`src/rtl/fetch_unit_if.sv`:
```
// Purpose : groups the fetch unit's run-control, redirect, LUT-write and status signals.
// Ports   : master = top level / decoder side (drives Start, Halt, redirects, LUT writes);
//           slave  = fetch unit side (drives PC, Running, Done, CycleCount).
interface fetch_unit_if #(
    parameter int PC_W  = 10,
    parameter int IDX_W = 4,
    parameter int CNT_W = 16
);
    logic              Start;
    logic              Halt;
    logic              jump_en;
    logic              branch_en;
    logic [IDX_W-1:0]  TargetIdx;
    logic              LutWe;
    logic [IDX_W-1:0]  LutAddr;
    logic [PC_W-1:0]   LutData;
    logic [PC_W-1:0]   PC;
    logic              Running;
    logic              Done;
    logic [CNT_W-1:0]  CycleCount;

    modport master (
        output Start, Halt, jump_en, branch_en, TargetIdx, LutWe, LutAddr, LutData,
        input  PC, Running, Done, CycleCount
    );

    modport slave (
        input  Start, Halt, jump_en, branch_en, TargetIdx, LutWe, LutAddr, LutData,
        output PC, Running, Done, CycleCount
    );
endinterface

```
`src/rtl/fetch_unit.sv`:
```
// Purpose : instruction fetch unit - PC stepping, LUT-based jump/branch redirect,
//           start/done run control and a saturating RUN-cycle counter.
// Ports   : Clk, Reset (synchronous, active high); bus (fetch_unit_if.slave) carries
//           Start/Halt/redirect/LUT-write inputs and PC/Running/Done/CycleCount outputs.
//           All outputs are registered or decoded from state.
module fetch_unit #(
    parameter int PC_W       = 10,
    parameter int LUT_DEPTH  = 16,
    parameter int START_ADDR = 0,
    parameter int CNT_W      = 16
) (
    input  logic         Clk,
    input  logic         Reset,
    fetch_unit_if.slave  bus
);
    localparam int IDX_W = $clog2(LUT_DEPTH);

    typedef enum logic [1:0] {IDLE, RUN, DONE} state_t;

    state_t             state;
    state_t             state_nxt;
    logic [PC_W-1:0]    pc;
    logic [PC_W-1:0]    pc_nxt;
    logic [CNT_W-1:0]   cnt;
    logic               start_q;
    logic [PC_W-1:0]    lut [LUT_DEPTH];

    logic               start_rise;
    logic               cnt_clr;
    logic               cnt_inc;
    logic               lut_we;
    logic [PC_W-1:0]    target;

    assign start_rise = bus.Start & ~start_q;
    assign target     = lut[bus.TargetIdx];

    // A fresh run starts only from IDLE or DONE; edges seen while running are ignored.
    assign cnt_clr = (state != RUN) && start_rise;
    assign cnt_inc = (state == RUN) && (cnt != {CNT_W{1'b1}});
    assign lut_we  = bus.LutWe && (state != RUN);

    always_comb begin
        state_nxt = state;
        pc_nxt    = pc;
        case (state)
            IDLE: begin
                pc_nxt = PC_W'(START_ADDR);
                if (start_rise) state_nxt = RUN;
            end
            RUN: begin
                // Halt wins over any redirect; the halting instruction's address is kept.
                if (bus.Halt)                           state_nxt = DONE;
                else if (bus.jump_en || bus.branch_en)  pc_nxt    = target;
                else                                    pc_nxt    = pc + PC_W'(1);
            end
            DONE: begin
                if (start_rise) begin
                    state_nxt = RUN;
                    pc_nxt    = PC_W'(START_ADDR);
                end
            end
            default: begin
                state_nxt = IDLE;
                pc_nxt    = PC_W'(START_ADDR);
            end
        endcase
    end

    always_ff @(posedge Clk) begin
        if (Reset) begin
            state   <= IDLE;
            pc      <= PC_W'(START_ADDR);
            cnt     <= '0;
            start_q <= 1'b0;
            for (int i = 0; i < LUT_DEPTH; i++) lut[i] <= '0;
        end else begin
            state   <= state_nxt;
            pc      <= pc_nxt;
            start_q <= bus.Start;
            if (cnt_clr)      cnt <= '0;
            else if (cnt_inc) cnt <= cnt + CNT_W'(1);
            if (lut_we) lut[bus.LutAddr] <= bus.LutData;
        end
    end

    assign bus.PC         = pc;
    assign bus.Running    = (state == RUN);
    assign bus.Done       = (state == DONE);
    assign bus.CycleCount = cnt;

endmodule

```
`src/flat_wrapper.sv`:
```
// flat-port wrapper written by rule: the top's interface ports become plain ports
module fetch_unit_flat 
#(
    parameter int PC_W       = 10,
    parameter int LUT_DEPTH  = 16,
    parameter int START_ADDR = 0,
    parameter int CNT_W      = 16
)
  (Clk, Reset, bus_Start, bus_Halt, bus_jump_en, bus_branch_en, bus_TargetIdx, bus_LutWe, bus_LutAddr, bus_LutData, bus_PC, bus_Running, bus_Done, bus_CycleCount);
  fetch_unit_if #(.PC_W(PC_W), .IDX_W(4), .CNT_W(CNT_W)) bus_i ();
  input  logic Clk;
  input  logic Reset;
  input wire logic [$bits(bus_i.Start)-1:0] bus_Start;
  input wire logic [$bits(bus_i.Halt)-1:0] bus_Halt;
  input wire logic [$bits(bus_i.jump_en)-1:0] bus_jump_en;
  input wire logic [$bits(bus_i.branch_en)-1:0] bus_branch_en;
  input wire logic [$bits(bus_i.TargetIdx)-1:0] bus_TargetIdx;
  input wire logic [$bits(bus_i.LutWe)-1:0] bus_LutWe;
  input wire logic [$bits(bus_i.LutAddr)-1:0] bus_LutAddr;
  input wire logic [$bits(bus_i.LutData)-1:0] bus_LutData;
  output wire logic [$bits(bus_i.PC)-1:0] bus_PC;
  output wire logic [$bits(bus_i.Running)-1:0] bus_Running;
  output wire logic [$bits(bus_i.Done)-1:0] bus_Done;
  output wire logic [$bits(bus_i.CycleCount)-1:0] bus_CycleCount;
  assign bus_i.Start = bus_Start;
  assign bus_i.Halt = bus_Halt;
  assign bus_i.jump_en = bus_jump_en;
  assign bus_i.branch_en = bus_branch_en;
  assign bus_i.TargetIdx = bus_TargetIdx;
  assign bus_i.LutWe = bus_LutWe;
  assign bus_i.LutAddr = bus_LutAddr;
  assign bus_i.LutData = bus_LutData;
  assign bus_PC = bus_i.PC;
  assign bus_Running = bus_i.Running;
  assign bus_Done = bus_i.Done;
  assign bus_CycleCount = bus_i.CycleCount;
  fetch_unit #(.PC_W(PC_W), .LUT_DEPTH(LUT_DEPTH), .START_ADDR(START_ADDR), .CNT_W(CNT_W)) u_core (.Clk(Clk), .Reset(Reset), .bus(bus_i));
endmodule
```
`config.mk`:
```
export PLATFORM = sky130hd
export DESIGN_NAME = fetch_unit_flat
export DESIGN_NICKNAME = d
export VERILOG_FILES = /design/src/rtl/fetch_unit_if.sv /design/src/rtl/fetch_unit.sv /design/src/flat_wrapper.sv
export SDC_FILE = /design/constraint.sdc
export NUM_CORES = 1
export LEC_CHECK = 0
export BUFFER_PORTS_ARGS = -buffer_cell sky130_fd_sc_hd__buf_4
export CAP_MARGIN = 40
export CORE_UTILIZATION = 60
export CTS_CLUSTER_SIZE = 30
export DETAILED_ROUTE_END_ITERATION = 6
export PLACE_DENSITY = 0.81
export SKIP_LAST_GASP = 1
export SLEW_MARGIN = 10
export SYNTH_ARGS = -nofsm -noshare
export SYNTH_HDL_FRONTEND = slang
export SYNTH_SLANG_ARGS = --single-unit
```
`constraint.sdc`:
```
create_clock -name Clk -period 2.2 [get_ports Clk]
set_clock_uncertainty 0.05 [all_clocks]
set_input_delay 0.44 -clock Clk [delete_from_list [all_inputs] [get_ports Clk]]
set_output_delay 0.44 -clock Clk [all_outputs]
set_load 0.05 [all_outputs]
```
## After elaboration in Yosys (flattened, before gate mapping)

Memory sizes are Yosys's and may differ from the RTL's.
Index checks and enable logic that the tools add are counted.
W data, S select, Z words.

| storage, ports and cells | value |
|---|---|
| flip-flop bits (word level) | 29 |
| bits in writable memories | 160 |
| input bits | 25 |
| output and inout bits | 28 |
| word-level logic and storage cells | 42 |
| memories | 1 |

| cells by class | value |
|---|---|
| $add $sub $neg | 2 |
| equal/unequal tests | 8 |
| multiplexer cells | 15 |
| bitwise operators | 2 |
| reduce and logical (&&, ||, !) cells | 10 |

Memory list:

| name | words | bits a word | read ports | clocked after memory_dff | wr ports | RTL line | source |
|---|---|---|---|---|---|---|---|
| u_core.lut | 16 | 10 | 1 | 0 | 16 | fetch_unit.sv:26 | `logic [PC_W-1:0] lut [LUT_DEPTH];` |

Operators by type and width:

| kind | number |
|---|---|
| $mux W10 | 4 |
| $pmux W10 S2 | 1 |
| $add A16 B1 Y16 const B | 1 |
| $ne A16 B16 Y1 const B | 1 |
| $add A10 B1 Y10 const B | 1 |
| $reduce_or A10 Y1 | 1 |
| $mux W1 | 6 |
| $ne A2 B1 Y1 const B | 3 |
| $mux W2 | 2 |
| $mux W4 | 1 |
| $ne A2 B2 Y1 const B | 2 |
| $pmux W2 S2 | 1 |
| $reduce_and A2 Y1 | 2 |
| $reduce_or A2 Y1 | 2 |
| $logic_and A1 B1 Y1 | 3 |
| $eq A2 B1 Y1 const B | 1 |
| $eq A2 B2 Y1 const B | 1 |
| $logic_not A2 Y1 | 1 |
| $and A1 B1 Y1 | 1 |
| $logic_or A1 B1 Y1 | 1 |
| $not A1 Y1 | 1 |

## Longest topological paths before layout

| depth | value |
|---|---|
| depth in word-level cells | 7 |
| depth in mapped cells | 7 |
| depth with buffers taken out | 6 |

## Worst setup path after synthesis

Ideal clock, no wire load.

| timing | value |
|---|---|
| path kind | flip-flop to flip-flop |
| from | register u_core.cnt[0], in the netlist u_core.bus.CycleCount[0] |
| to | register u_core.cnt[1], in the netlist u_core.bus.CycleCount[1] |
| setup time | 128 ps |
| data arrival time | 2113 ps |
| required time | 2022 ps |
| path slack | -90 ps |
| cell stages (with the launch flop) | 8 |
| buffers on the path | 1 |
| period minus slack after synthesis | 2290 ps |
| cells stage by stage | dfxtp_1 ha_1 inv_1 or4_1 clkbuf_1 o21ai_1 mux2i_1 nor2_1 |

| on the way | value |
|---|---|
| cells in the longest elaborated chain, start to end | 2 |
| elaborated cells between the ends (all ways) | 3 |
| classes of those cells | add/sub (1); eq/ne (1); reduce/logical (1) |

RTL lines:

| what | RTL line | source |
|---|---|---|
| from (decl) | fetch_unit.sv:24 | `logic [CNT_W-1:0] cnt;` |
| from (signal assigned) | fetch_unit.sv:81 | `else if (cnt_inc) cnt <= cnt + CNT_W'(1);` |
| branches (longest 2 deep; another with $add A16 B1 Y16) | -- |  |

Several ways; the timed one is not identified.
A chain may end at the register's enable or synchronous reset.

==> key figures <==
Status
  • Status: completed

Yosys
  • Synth top cells by count: and2_1 (162), edfxtp_1 (160), clkbuf_1 (38)
  • Seq cells post-synth: 189
  • Post-synth cell types: 56
  • Yosys top cell by area: edfxtp_1
  • Main area contributors after synthesis: edfxtp_1 (54%), and2_1 (11%), mux4_2 (8.9%)
  • Post-Syn Instances: between 600 and 700
  • Number of flops mapped to enable cells by yosys: between 150 and 200
  • Avg Cell Area, Syn: 13.31 µm²
  • Area share of the largest cell type after synthesis: 54.28%
  • Post-synthesis net count: 692
  • Most frequent cell after synthesis: and2_1
  • Mapped Area: 0.008852 mm²
  • Ys flop type: edfxtp_1
  • Fraction of registers with async set/reset: 0%
  • Sequential-to-total area share from yosys stat: between 60% and 70%
  • Yosys warns: 0

Die
  • Full die area: 0.01524 mm²
  • # rows: 44
  • Core area: about 0.014 mm²
  • Die X: 123.5 µm
  • Initial Util: 61.14%
  • IO Count: 53
  • Height of the die: 123.5 µm

Clock network
  • H-Tree Depth: 4
  • CTS tree: yes
  • Total clock sinks: 189
  • CTS Buffer Depth: 2
  • Clock Tree Root: clkbuf_16
  • Clk slew on worst S/H paths: 0.07 ns
  • CTS Buf Count: 17
  • Clock Latency Late Sink: around 0.43 ns

Worst setup path
  • Worst Path Max Fanout: 10
  • Critical path's top delay family: simple AND/OR/NAND/NOR gates
  • Critical path class: flop to flop
  • Crit start category: flop
  • CP cell instances: nor2b_1, nor3b_4, or3b_1, nor2_1, or2_2
  • Crit path from: u_core.state[0]
  • Worst reg2reg startpoint: u_core.state[0]
  • Slowest stage cell, crit path: or3b_1
  • Worst endpoint required time: 2.26 ns
  • Worst setup EP type: flop
  • Critical Path AT: 2.17 ns
  • Worst Path Buf+Inv: 0
  • CP peak stage delay: 0.47 ns

STA
  • Tcrit/Tclk final: 95.73%
  • Final hold violations: 0
  • Max-slew violations: 0
  • Final WS setup: 0.09396 ns
  • Fmax achieved: 474.8 MHz
  • Post-route setup TNS: 0 ns
  • Final Critical Period: between 2 and 2.5 ns
  • RSZ-0062 raised after global routing: true
  • Slew HR: between 60% and 70%
  • Worst Tran Pin Value: about 0.57 ns
  • Setup violations, final: 0

Routing
  • Top Metal Used: met4
  • Via count: ~5700
  • First-pass iteration count of the detailed router: 5
  • Met1 Routed Length: 7622 µm
  • WL met2: 10070 µm
  • WL/cell: about 22 µm
  • Post-route ant nets: 0
  • WL met3: 1618 µm
  • Number of remaining DRC errors: 0
  • Detailed Route Iter0 Violations: 658
  • WL final: 20170 µm
  • Vias per Instance: 6.195

Min path
  • Type of the worst min-delay path: input port to flop
  • Hold_sp: bus_Start

Placement
  • Inst Count DP: just under 900
  • Post-DP HPWL: between 10000 and 15000 µm
  • Pre-CTS setup slack: -0.003056 ns
  • Gpl congestion: between 0.8 and 0.9
  • Buffers on Ports: 52

Run
  • Max-Cap Viols: 0

GRT
  • First-pass GRT wire length: around 30000 µm
  • Overflow after GRT: 0
  • Initial antenna violation count: 0
  • Vias in the first global route: 5514
  • Largest net degree at the start of global routing: 29
  • Total track usage: between 20% and 30%

Finish
  • Layout area overhead: 14.08%
  • Fin cells: 914
  • Nets@finish: 744
  • Final core occ: 69.75%
  • Antenna diodes: 0
  • Layout cells sized above 1: 24.52%

Pwr
  • PnR Total Power: ~7600 µW
  • Lkg Pwr: 0.003849 µW
  • VDD IR max: 0.5912 mV
  • Pwr Density: 748.5 mW/mm²
==> final timing paths <==
kind | to | slack, ns | depth (start not counted)
worst max-delay path | u_core.lut[8][4] | 0.09 | 5
worst min-delay path | u_core.start_q | 0.18 | 2
worst max register to register | u_core.lut[8][4] | 0.09 | 5
worst min register to register | u_core.bus.CycleCount[6] | 0.46 | 2
==> logic make-up (layout without fill, tap and decap cells) <==
family	Yosys count	after routing	share of synthesized area, %
flip-flops	189	189	60.83
buffers and inverters	51	116	2.346
AO/OA/AOI/OAI	58	58	4.227
XOR/XNOR	12	12	1.187
adder cells (fa/ha/maj)	2	2	0.2826
multiplexers	57	57	11.48
AND/OR/NAND/NOR	296	296	19.65
==> metrics by stage <==
step	area (µm²)	hold WS [ns]
6_report	10100	0.1831
5_1_grt	10100	0.1948
4_1_cts	10090	0.1699
3_5_place_dp	9524	0.4551
3_3_place_gp	9524	0.4420
2_1_floorplan	8861	0.4289
==> cell usage in the layout (no fill, tap or decap), drive strengths merged, types with 6 or more instances in the layout <==
master	netlist	final
or2	18	18
nand3	13	13
nor2	35	35
mux2	6	6
nand2	19	19
nor3	13	13
xor2	9	9
edfxtp	160	160
o21ai	17	17
mux2i	16	16
buf	9	80
a21oi	12	12
dfxtp	29	29
and2	162	162
clkbuf	38	26
mux4	35	35
==> sequential cells by signal, indices dropped and copies added (netlist names) <==
signal,cells
u_core.lut,160
u_core.bus.CycleCount,16
u_core.bus.PC,10
u_core.state,2
u_core.start_q,1
==> power by group <==
| group | internal (µW) | switching (µW) | leakage (µW) | total [µW] |
|---|---|---|---|---|
| logic | 221 | 342 | 0.00166 | 563 |
| clock network | 1710 | 1250 | 0.000284 | 2960 |
| registers | 3990 | 43.2 | 0.00191 | 4040 |
| total | 5930 | 1630 | 0.00385 | 7560 |
==> area by class of cell <==
class | count | area (µm²)
multi-input combinational | 425 | 3267
tap | 184 | 230.2
clock inverter | 6 | 56.30
timing repair buffer | 80 | 625.6
sequential | 189 | 5394
fill | 934 | 4380
inverter | 4 | 15.01
clock buffer | 26 | 510.5
==> what timing repair did <==
item / 4_1_cts / 5_1_grt
hold buffers: 0 / 0
buffers inserted: 0 / 0
endpoints found under the setup margin: 0 / 10
resized for setup: 0 / 2
==> per-layer routing <==
metal	up-vias	GRT usage (%)
met4	0	15.44
met3	60	7.057
li1	2527	-
met5	-	0
met2	277	47.38
met1	2798	33.69
(Power assumes the default switching activity.)
